===== config.mk =====
export PLATFORM = sky130hd
export DESIGN_NAME = ea_sequencer
export DESIGN_NICKNAME = d
export VERILOG_FILES = /design/src/rtl/ea_sequencer.sv
export SDC_FILE = /design/constraint.sdc
export NUM_CORES = 1
export LEC_CHECK = 0
export ABC_CLOCK_PERIOD_IN_PS = 3500
export CAP_MARGIN = 20
export CELL_PAD_IN_SITES_DETAIL_PLACEMENT = 1
export CELL_PAD_IN_SITES_GLOBAL_PLACEMENT = 2
export CORE_MARGIN = 2
export CORE_UTILIZATION = 29
export DETAILED_ROUTE_END_ITERATION = 8
export PLACE_DENSITY = 0.74
export SLEW_MARGIN = 20
export SYNTH_ARGS = -nofsm -noshare
export SYNTH_HDL_FRONTEND = slang
export SYNTH_SLANG_ARGS = --single-unit

===== constraint.sdc =====
create_clock -name clk -period 3.5 [get_ports clk]
set_clock_uncertainty 0.1 [all_clocks]
set_input_delay 0.7 -clock clk [delete_from_list [all_inputs] [get_ports clk]]
set_output_delay 0.7 -clock clk [all_outputs]
set_load 0.01 [all_outputs]

===== src/rtl/ea_sequencer.sv =====
// Addressing-mode sequencer for the 6502 core: issues operand/pointer/data reads and returns EA, operand, length.
// Build option: define JMP_PAGE_BUG_EN to reproduce the NMOS JMP (indirect) page-wrap on the pointer high byte.
module ea_sequencer #(
    parameter int MEM_LAT = 1
) (
    input  logic       clk,
    input  logic       rst_n,
    input  logic       start,
    input  logic [5:0] mode,
    input  logic       need_data,
    input  logic [8:0] pc,
    input  logic [7:0] x,
    input  logic [7:0] y,
    output logic [8:0] mem_addr,
    output logic       mem_rd,
    input  logic [7:0] mem_rdata,
    output logic       busy,
    output logic       done,
    output logic [8:0] ea,
    output logic [7:0] operand,
    output logic [1:0] bytes,
    output logic       err
);

    typedef enum logic [5:0] {
        M_ACC  = 6'd0,
        M_IMM  = 6'd1,
        M_ZP   = 6'd2,
        M_ZPX  = 6'd3,
        M_ZPY  = 6'd4,
        M_ABS  = 6'd5,
        M_ABSX = 6'd6,
        M_ABSY = 6'd7,
        M_IXID = 6'd8,
        M_IDIX = 6'd9,
        M_INDY = 6'd10,
        M_UNKN = 6'd63
    } addmod_t;

    typedef enum logic [2:0] {S_IDLE, S_ISSUE, S_WAIT, S_CALC, S_DONE} state_t;

    localparam logic [1:0] LAT_LAST = 2'(MEM_LAT - 1);

    state_t     state, state_nxt;
    addmod_t    mode_r, mode_nxt;
    logic       need_r, need_nxt;
    logic [8:0] pc_r, pc_nxt;
    logic [7:0] x_r, x_nxt, y_r, y_nxt;
    logic [7:0] zp_r, zp_nxt, lo_r, lo_nxt;
    logic [1:0] rd_idx, rd_idx_nxt, lat_cnt, lat_cnt_nxt;
    logic [8:0] mem_addr_nxt, ea_nxt;
    logic [7:0] operand_nxt;
    logic [1:0] bytes_nxt;
    logic       err_nxt;
    logic       data_step;

    logic [7:0] zp_index, abs_index, zp_sum, zp_inc;
    logic [8:0] abs_sum, ptr_hi;

    assign zp_index  = (mode_r == M_ZPX || mode_r == M_IXID) ? x_r :
                       (mode_r == M_ZPY) ? y_r : 8'd0;
    assign abs_index = (mode_r == M_ABSX) ? x_r :
                       (mode_r == M_ABSY || mode_r == M_IDIX) ? y_r : 8'd0;
    assign zp_sum    = mem_rdata + zp_index;
    assign zp_inc    = zp_r + 8'd1;
    assign abs_sum   = {mem_rdata[0], lo_r} + {1'b0, abs_index};

    // ea holds the indirect pointer while INDY fetches its target
`ifdef JMP_PAGE_BUG_EN
    assign ptr_hi = {ea[8], ea[7:0] + 8'd1};
`else
    assign ptr_hi = ea + 9'd1;
`endif

    assign mem_rd = (state == S_ISSUE);
    assign busy   = (state != S_IDLE);
    assign done   = (state == S_DONE);

    // State and datapath registers
    always_ff @(posedge clk) begin
        if (!rst_n) begin
            state    <= S_IDLE;
            mode_r   <= M_ACC;
            need_r   <= 1'b0;
            pc_r     <= '0;
            x_r      <= '0;
            y_r      <= '0;
            zp_r     <= '0;
            lo_r     <= '0;
            rd_idx   <= '0;
            lat_cnt  <= '0;
            mem_addr <= '0;
            ea       <= '0;
            operand  <= '0;
            bytes    <= '0;
            err      <= 1'b0;
        end else begin
            state    <= state_nxt;
            mode_r   <= mode_nxt;
            need_r   <= need_nxt;
            pc_r     <= pc_nxt;
            x_r      <= x_nxt;
            y_r      <= y_nxt;
            zp_r     <= zp_nxt;
            lo_r     <= lo_nxt;
            rd_idx   <= rd_idx_nxt;
            lat_cnt  <= lat_cnt_nxt;
            mem_addr <= mem_addr_nxt;
            ea       <= ea_nxt;
            operand  <= operand_nxt;
            bytes    <= bytes_nxt;
            err      <= err_nxt;
        end
    end

    always_comb begin
        state_nxt    = state;
        mode_nxt     = mode_r;
        need_nxt     = need_r;
        pc_nxt       = pc_r;
        x_nxt        = x_r;
        y_nxt        = y_r;
        zp_nxt       = zp_r;
        lo_nxt       = lo_r;
        rd_idx_nxt   = rd_idx;
        lat_cnt_nxt  = lat_cnt;
        mem_addr_nxt = mem_addr;
        ea_nxt       = ea;
        operand_nxt  = operand;
        bytes_nxt    = bytes;
        err_nxt      = err;
        data_step    = 1'b0;

        case (state)
            S_IDLE: begin
                if (start) begin
                    mode_nxt    = addmod_t'(mode);
                    need_nxt    = need_data;
                    pc_nxt      = pc;
                    x_nxt       = x;
                    y_nxt       = y;
                    rd_idx_nxt  = 2'd0;
                    ea_nxt      = '0;
                    operand_nxt = '0;
                    bytes_nxt   = 2'd0;
                    err_nxt     = 1'b0;
                    state_nxt   = S_DONE;
                    case (addmod_t'(mode))
                        M_IMM, M_ZP, M_ZPX, M_ZPY, M_IXID, M_IDIX: begin
                            bytes_nxt    = 2'd1;
                            mem_addr_nxt = pc;
                            state_nxt    = S_ISSUE;
                        end
                        M_ABS, M_ABSX, M_ABSY, M_INDY: begin
                            bytes_nxt    = 2'd2;
                            mem_addr_nxt = pc;
                            state_nxt    = S_ISSUE;
                        end
                        M_ACC:   state_nxt = S_DONE;
                        default: err_nxt   = 1'b1;
                    endcase
                end
            end

            S_ISSUE: begin
                lat_cnt_nxt = 2'd0;
                state_nxt   = S_WAIT;
            end

            // Last wait cycle captures the byte and picks the next address in the same cycle
            S_WAIT: begin
                if (lat_cnt != LAT_LAST) begin
                    lat_cnt_nxt = lat_cnt + 2'd1;
                end else begin
                    rd_idx_nxt = rd_idx + 2'd1;
                    state_nxt  = S_DONE;
                    case (mode_r)
                        M_IMM: begin
                            operand_nxt = mem_rdata;
                            ea_nxt      = pc_r;
                        end
                        M_ZP, M_ZPX, M_ZPY: begin
                            if (rd_idx == 2'd0) begin
                                ea_nxt    = {1'b0, zp_sum};
                                data_step = 1'b1;
                            end else begin
                                operand_nxt = mem_rdata;
                            end
                        end
                        M_ABS, M_ABSX, M_ABSY: begin
                            case (rd_idx)
                                2'd0: begin
                                    lo_nxt       = mem_rdata;
                                    mem_addr_nxt = pc_r + 9'd1;
                                    state_nxt    = S_ISSUE;
                                end
                                2'd1: begin
                                    ea_nxt    = abs_sum;
                                    data_step = 1'b1;
                                end
                                default: operand_nxt = mem_rdata;
                            endcase
                        end
                        M_IXID, M_IDIX: begin
                            case (rd_idx)
                                2'd0: begin
                                    zp_nxt       = (mode_r == M_IXID) ? zp_sum : mem_rdata;
                                    mem_addr_nxt = {1'b0, (mode_r == M_IXID) ? zp_sum : mem_rdata};
                                    state_nxt    = S_ISSUE;
                                end
                                2'd1: begin
                                    lo_nxt       = mem_rdata;
                                    mem_addr_nxt = {1'b0, zp_inc};
                                    state_nxt    = S_ISSUE;
                                end
                                2'd2: begin
                                    ea_nxt    = abs_sum;
                                    data_step = 1'b1;
                                end
                                default: operand_nxt = mem_rdata;
                            endcase
                        end
                        M_INDY: begin
                            case (rd_idx)
                                2'd0: begin
                                    lo_nxt       = mem_rdata;
                                    mem_addr_nxt = pc_r + 9'd1;
                                    state_nxt    = S_ISSUE;
                                end
                                2'd1: begin
                                    ea_nxt       = {mem_rdata[0], lo_r};
                                    mem_addr_nxt = {mem_rdata[0], lo_r};
                                    state_nxt    = S_ISSUE;
                                end
                                2'd2: begin
                                    lo_nxt       = mem_rdata;
                                    mem_addr_nxt = ptr_hi;
                                    state_nxt    = S_ISSUE;
                                end
                                default: ea_nxt = {mem_rdata[0], lo_r};
                            endcase
                        end
                        default: state_nxt = S_DONE;
                    endcase
                end
            end

            S_CALC:  state_nxt = S_IDLE;
            S_DONE:  state_nxt = S_IDLE;
            default: state_nxt = S_IDLE;
        endcase

        if (data_step && need_r) begin
            mem_addr_nxt = ea_nxt;
            state_nxt    = S_ISSUE;
        end
    end

endmodule


==> impl.org, run 1 <==
** Setup path
- For this run, the slowest stage of the critical path takes 560 ps.
- The slowest stage of the critical path belongs to the cell or4b_4.
- By startpoint and endpoint, the worst setup path is classified as reg2reg.
- Signal arrival time at the worst endpoint :: 3700 ps
- Peak fanout along the critical path :: 4
- Crit path capture type :: register
- The critical path goes through or4b_4, nor2_4, buf_6, a22o_1, ha_4, and3_4, a2111o_1, xnor2_2, a222oi_1, a21oi_1, a21o_1, a221o_1.
- STA puts the critical path data required time at roughly 3700 ps.
- The worst setup path is launched from a register.

** Yosys
- Synthesized instance count :: 725
- nand2_1 is the most common cell in the netlist.
- Of the total synthesized cell area, the portion taken by AND, OR, NAND and NOR gates is 0.231.
- Summed over all instances, the cell type with the most area after synthesis is dfxtp_1.
- Cells taking the most area after synthesis :: dfxtp_1, nand2_1, a21oi_1, ha_1, nor2_1
- Adder and majority gate portion of the synthesized area :: 0.0603
- Netlist Area Pre-Place :: 5640 sq um
- Share of synthesized registers carrying an async set or reset :: 0
- In this run, synthesis inferred 0 flip-flops with an integrated enable.
- Register bit total from synthesis :: 84
- Most instantiated cells after synthesis :: nand2_1, dfxtp_1, nor2_1
- For this run, the register share of the synthesized area comes to 0.298.
- During synthesis, Yosys emitted a total of 0 warnings.
- A synthesized cell averages 7.78 sq um.
- Area share of xor/xnor cells in the synthesized design :: 0.0404
- Combinational family with the most area after synthesis :: compound AO/OA/AOI/OAI gates
- Count of unique library cells instantiated by Yosys :: 82
- The share of synthesized area in the top cell type comes to 0.298.
- The synthesized-area fraction occupied by ao, oa, aoi and oai cells came to 0.298.
- Counting every net in the synthesized netlist gives 794.
- Dominant register cell in the synthesized netlist :: dfxtp_1
- Mux share of post-synthesis cell area :: 0.0284

** CTS
- The clock reaches the later pin of the worst-skew pair after 370 ps.
- CTS Buf Count :: 9
- Clock-pin slew of the registers on the worst-case setup and hold paths :: roughly 70 ps
- In this run, post-CTS hold repair placed 0 buffers.
- No sink is reached through more buffers than the 2 on the longest clock path.
- The H-tree generated during clock tree synthesis spans 3 levels.
- TritonCTS built the clock tree.
- In this run the clock root is driven by a clkbuf_16.
- The clock net in this run drives a total of 84 sinks.

** Global route
- The initial antenna violation count was 0.
- Entering global routing, the biggest net connects 39 pins.
- The number of global-route vias before repair was 6300.
- The first global-routing pass estimated 35.8 mm of wire.
- Summed over all layers, the global routing overflow is 0.
- Across every metal layer, demand over resource in global routing totals 0.225.

** Hold path
- HP Class :: reg2reg

** Floorplan
- Initial Util :: 0.293
- Full die area :: slightly above 20000 sq um
- # IOs :: 75
- Row cnt :: 51
- Height of the die :: 143 microns
- Measured along the x axis, the die boundary spans 143 microns.
- In this run the standard cell core region covers 19300 sq um.

** Detailed routing
- Final routed wirelength across all metal layers :: 23.0 mm
- The count of nets left with antenna violations once routing finished came out at 0.
- In the final routed layout, each cell accounts on average for 20.6 microns.
- After detailed routing, the number of remaining DRC violations is 0.
- The first detailed-routing pass took 5 iterations.
- Vias per Instance :: 5.50
- The detailed router placed 6141 vias in this run.
- The first routing iteration left 340 violations.

** Run status
- The checks that failed: negative setup slack.
- Result of the run :: finished with violations

** Timing
- Setup total negative slack on the finished layout was measured at -51.1 ps.
- Unrepaired setup endpoints after global routing :: yes
- Setup violations remaining at the end of the flow were counted as 1.
- The worst path in the final design needs a cycle of 3550 ps, including I/O delays and setup.
- Max Clock Freq :: 0.282 GHz
- The number of max-slew violations in the final report is 0.
- Final Hold Fails :: 0
- Fraction of the cycle the final worst path needs :: 1.01
- Final hold analysis gives a worst-case slack of between 300 and 400 ps.
- After layout, the worst setup slack is -51.1 ps.
- Max_slew headroom :: 0.628
- For the pin with the worst max-slew slack, the measured transition is approximately 560 ps.

** Finish
- Final net count :: 916
- In the final layout, the share of cells above drive strength 1 is 0.190.
- From synthesis to final layout, the design area changed by 36.5%.
- Summing all multi-input logic gate instances after layout gives 3980 sq um.
- Antenna Diode Count :: 0
- In the final layout, flip-flops and latches occupy 1690 sq um.
- Total of fill cells in the finished design :: 2308

** Power
- Power spread over the standard cell area amounts to 326 nW/um^2.
- Worst voltage drop across the vdd grid :: 0.210 mV
- LEAKAGE :: 2.90 nW

** Place
- Placement-stage worst setup slack :: -138 ps
- The congestion estimate from routability-driven global placement came to 0.924.
- Detailed placement ended at an HPWL of 17.7 mm.
- Number of buffers inserted by port buffering :: 74

** Flow run
- Max-Cap Viols :: 0
==> path summary, 6_finish.rpt <==
kind / depth (start not counted) / slack, ps / end / from
min: 2 / 380 / x_r[6] / x_r[6]
max: 12 / -50 / mem_addr[5] / mode_r[4]
min reg2reg: 2 / 380 / x_r[6] / x_r[6]
max reg2reg: 12 / -50 / mem_addr[5] / mode_r[4]
==> through the flow <==
step                total power [W]  utilization  instances  cell area [sq um]
floorplan                   0.00126            -        725               5670
global placement            0.00148        0.370       1096               7120
detailed placement          0.00149        0.370       1096               7120
CTS                         0.00251        0.391       1114               7530
global route                0.00261        0.400       1117               7700
finish                      0.00251        0.400       1117               7700
==> report_power, final <==
group / internal, W / leakage [nW] / total [W] / switching (W)
Combinational: 0.000214 / 2.08 / 0.000480 / 0.000266
Sequential: 0.000988 / 0.684 / 0.00103 / 0.0000374
Clock: 0.000559 / 0.136 / 0.00100 / 0.000446
==> placed cells by master (no fill, tap or decap), types with 16 or more instances in the layout <==
cell / instances
mux2i_1: 16
o21ai_0: 34
dfxtp_1: 81
nand2_1: 99
nor2_1: 71
inv_1: 18
buf_4: 75
a22oi_1: 17
clkdlybuf4s50_1: 74
nand3_1: 17
ha_1: 18
a21oi_1: 64
==> metal layers <==
metal | wire [microns] | track usage | up-vias
met5 | 0 | 0 | -
met1 | 10700 | 0.294 | 3060
li1 | - | - | 2917
met3 | 858 | 0.0413 | 31
met4 | 413 | 0.0609 | 0
met2 | 11000 | 0.381 | 133
==> worst max-delay path: cells and delay by family, from the launching register on <==
kind	cells	cell delay [ps]
buffers and inverters	1	130
DFF	1	320
xor gates and xnor gates	1	200
and+or+nand+nor	3	880
AOI/OAI and AO/OA	6	1570
adders and majority gates	1	220
==> state kept, by name, summed over array words and instances, names as in the netlist <==
signal and count:
operand 8, rd_idx 2, state 3, mode_r 6
y_r 8, mem_addr 9, need_r 1, zp_r 8
pc_r 9, ea 9, bytes 2, lo_r 8
err 1, lat_cnt 2, x_r 8
==> area by class of cell <==
class                   count  share of cell area
repair buffers            151               0.173
clock inverters             6             0.00910
multi-input cells         581               0.516
inverters                  20             0.00975
well taps                 265              0.0431
flip-flops and latches     84               0.219
clock buffers              10              0.0297
==> kinds of logic after synthesis <==
logic type	count (synthesis)
and+or+nand+nor	270
AOI/OAI and AO/OA	243
DFF	84
buffers and inverters	60
xor gates and xnor gates	26
adders and majority gates	26
muxes	16
==> repair_timing <==
item,CTS,global route
buffers inserted,2,3
gates cloned,0,0
setup endpoints to repair,9,10
resized for setup,18,33
pin swaps,14,22
No activity file was read; power rests on OpenSTA's default activity.
==> inputs of run 2 (changes only) <==
--- a/config.mk
+++ b/config.mk
@@ -5,14 +5,14 @@
 export SDC_FILE = /design/constraint.sdc
 export NUM_CORES = 1
 export LEC_CHECK = 0
-export ABC_CLOCK_PERIOD_IN_PS = 3500
+export ABC_CLOCK_PERIOD_IN_PS = 4420
 export CAP_MARGIN = 20
 export CELL_PAD_IN_SITES_DETAIL_PLACEMENT = 1
 export CELL_PAD_IN_SITES_GLOBAL_PLACEMENT = 2
 export CORE_MARGIN = 2
-export CORE_UTILIZATION = 29
+export CORE_UTILIZATION = 35
 export DETAILED_ROUTE_END_ITERATION = 8
-export PLACE_DENSITY = 0.74
+export PLACE_DENSITY = 0.84
 export SLEW_MARGIN = 20
 export SYNTH_ARGS = -nofsm -noshare
 export SYNTH_HDL_FRONTEND = slang
==> constraint.sdc (replaced) <==
create_clock -name clk -period 4.42 [get_ports clk]
set_clock_uncertainty 0.1 [all_clocks]
set_input_delay 0.884 -clock clk [delete_from_list [all_inputs] [get_ports clk]]
set_output_delay 0.884 -clock clk [all_outputs]
set_load 0.01 [all_outputs]
==> run 2 against run 1 <==
  * Final cell count shrank 9.6%
  * The run now ends clean
  * Register-to-register slack gained 290 ps
  * Global-route usage grew 4.0 points
  * Via count shrank 3.0%
  * First-iteration DRC count grew 24%
  * Fmax shrank 15%
  * Final area shrank 10%
  * Routed wire length shrank 4.9%
==> impl.org, run 2 (synthesis results as in run 1) <==
** Detailed routing
- Number of nets still failing antenna checks after routing :: 0
- Vias per Instance :: 5.90
- After detailed routing, the average wire length per cell comes to 21.6 microns.
- The first routing iteration left between 400 and 500 violations.
- Remaining DRCs :: 0
- 1st-pass router iterations :: 5
- Across all layers, the routed design uses ~6000 vias.
- The final layout contains routed wiring with a total length of around 22 mm.

** Timing
- At the pin with the least slew margin, the transition time is 967 ps.
- Of the available clock period, the critical path in the final layout requires 0.947.
- Total negative setup slack :: 0 ps
- Setup repair after global routing left no endpoint under its margin.
- Post-layout worst setup margin :: 235 ps
- Final Hold Fails :: 0
- Finish-stage setup viols :: 0
- Based on the critical path, the design can be clocked at up to 0.239 GHz.
- The routed design could run at a clock period as short as 4180 ps.
- Measured against its own limit, the worst slew margin works out to 0.351.
- Final-report max-slew violation count :: 0

** Floorplan
- For this configuration, the core starts out at a cell density of 0.357.
- Full die area :: 17200 sq um
- The total area inside the core boundary comes to between 15000 and 20000 sq um.
- Height of the die :: between 100 and 150 microns
- The floorplan has 46 rows.
- Die Width :: 131 microns
- # IOs :: 75

** Global route
- Initial antenna violation count :: 0
- The number of global-route vias before repair came to 6078.
- In the global route stage, met3 resource usage came out at 0.0423.
- The first global-routing pass estimated 34.4 mm of wire.
- Overall fraction of global-route tracks in use :: 0.265
- GR Util met1 :: 0.354
- Remaining Overflow, GRT :: 0
- In the global route stage, met2 resource usage came out at 0.429.
- Entering global routing, the biggest net connects 39 pins.
- Layer with the highest usage :: met2

** Hold path
- HP Class :: reg2reg
- The worst hold path passes through 2 cells.
- In this run the most critical hold path is launched from x_r[4].

** Flow run
- Max-Cap Viols :: 0

** Setup path
- STA puts the critical path data arrival time at 4370 ps.
- Sort of element at the start of the critical path :: register
- Critical path start-end classification :: reg2reg
- In this run the critical register-to-register path is launched from mode_r[4].
- Peak fanout along the critical path :: 10
- Critical Path Start :: mode_r[4]
- Req. time, crit path :: 4610 ps
- R2r worst-path depth :: 13
- Crit path capture type :: register

** Finish
- In the layout the commonest cells are nand2_1, dfxtp_1, nor2_1, clkdlybuf4s50_1, a21oi_1.
- For this run, the share of the core covered by cells in the final layout is 0.437.
- The largest registers in the layout are ea (9), mem_addr (9), pc_r (9).
- The number of antenna diodes in the final layout is 0.
- With fillers left out, the area of the finished cells amounts to 6920 sq um.
- Total of fill cells in the finished design :: between 1500 and 2000
- Most common library cell in the layout ignoring fill and taps :: nand2_1
- In the final layout, the share of cells above drive strength 1 is 0.0768.
- Final net count :: 858
- Compared with the post-synthesis result, the final layout area differs by 22.5%.

** Power
- Power spread over the standard cell area amounts to 269 nW/um^2.
- The worst-case IR drop observed on VDD is 0.177 mV.
- LEAKAGE :: between 2 and 3 nW

** Place
- Summed over all nets, the half-perimeter wirelength after detailed placement is 16.7 mm.
- At the end of routability-driven placement, the weighted congestion stood at 0.911.
- Number of buffers inserted by port buffering :: 74
- OpenSTA, run right after detailed placement, puts the worst setup slack at approximately 160 ps.
- Post-Place Cell Area :: 6630 sq um

** CTS
- TritonCTS clock tree :: built
- Clock latency on the worst-skew pair, taken at its later pin, is 360 ps.
- The cell sitting at the root of the clock tree is a clkbuf_16.
- Counting every sink on the clock net gives 84.
- Clock-pin slew of the registers on the worst-case setup and hold paths :: 60 ps
- The longest clock path from root to sink contains 2 buffers.
- CTS Buf Count :: 9
- Number of levels in the clock H-tree :: 3
- Post-CTS Setup Repair Bufs :: 0

** Run status
- Result of the run :: complete, no violations
-- run 2: changes by cell type in the layout (fill, tap and decap cells not counted), moves of 4 or more --
cell	change
ha_1	+6
a211oi_1	+4
buf_4	-56
ha_4	-4
a211oi_2	-4
-- run 2: area by class of cell --
class	instances	area (sq um)	share of cell area
flip-flops and latches	84	1680	0.243
clock buffers	11	243	0.0351
repair buffers	93	883	0.128
well taps	216	270	0.0391
inverters	20	75.1	0.0109
clock inverters	5	37.5	0.00543
multi-input cells	581	3720	0.539
-- run 2: critical path: stages, from the launching register on --
cell and delay, ps:
dfxtp_1 410, or4b_2 780, nor2_1 250, buf_4 200, a22o_1 180, inv_1 80
fa_1 460, nand2b_1 220, a2111oi_1 480, a311oi_2 140, nor2_1 180, a2111oi_0 100
or3_4 400, o211ai_2 160
-- run 2: final timing paths --
| path | end | slack, ps |
|---|---|---|
| setup reg to reg | mem_addr[6] | 240 |
| hold / removal | x_r[4] | 390 |
| hold reg to reg | x_r[4] | 390 |
| setup / recovery | mem_addr[6] | 240 |
-- run 2: metrics by stage --
| step | total power [W] | instances | hold WS [ps] |
|---|---|---|---|
| 3_3_place_gp | 0.00113 | 994 | 375 |
| 2_1_floorplan | 0.000997 | 725 | 337 |
| 6_report | 0.00186 | 1010 | 386 |
| 5_1_grt | 0.00194 | 1010 | 416 |
| 4_1_cts | 0.00187 | 1010 | 388 |
| 3_5_place_dp | 0.00114 | 994 | 379 |
-- run 2: what timing repair did --
item                       CTS  global route
setup endpoints to repair    0             2
gates resized for setup      0             2
hold buffers                 0             0
-- run 2: layer usage --
layer  share of wire  routed length (microns)
met5               0                        0
met4           0.026                      570
met3           0.051                     1100
met2            0.47                    10200
met1            0.45                     9920
-- run 2: power breakdown --
group | internal [W] | total, W | switching, W | leakage, nW
logic | 0.000126 | 0.000310 | 0.000184 | 1.73
registers | 0.000782 | 0.000814 | 0.0000322 | 0.683
clock network | 0.000397 | 0.000736 | 0.000339 | 0.132
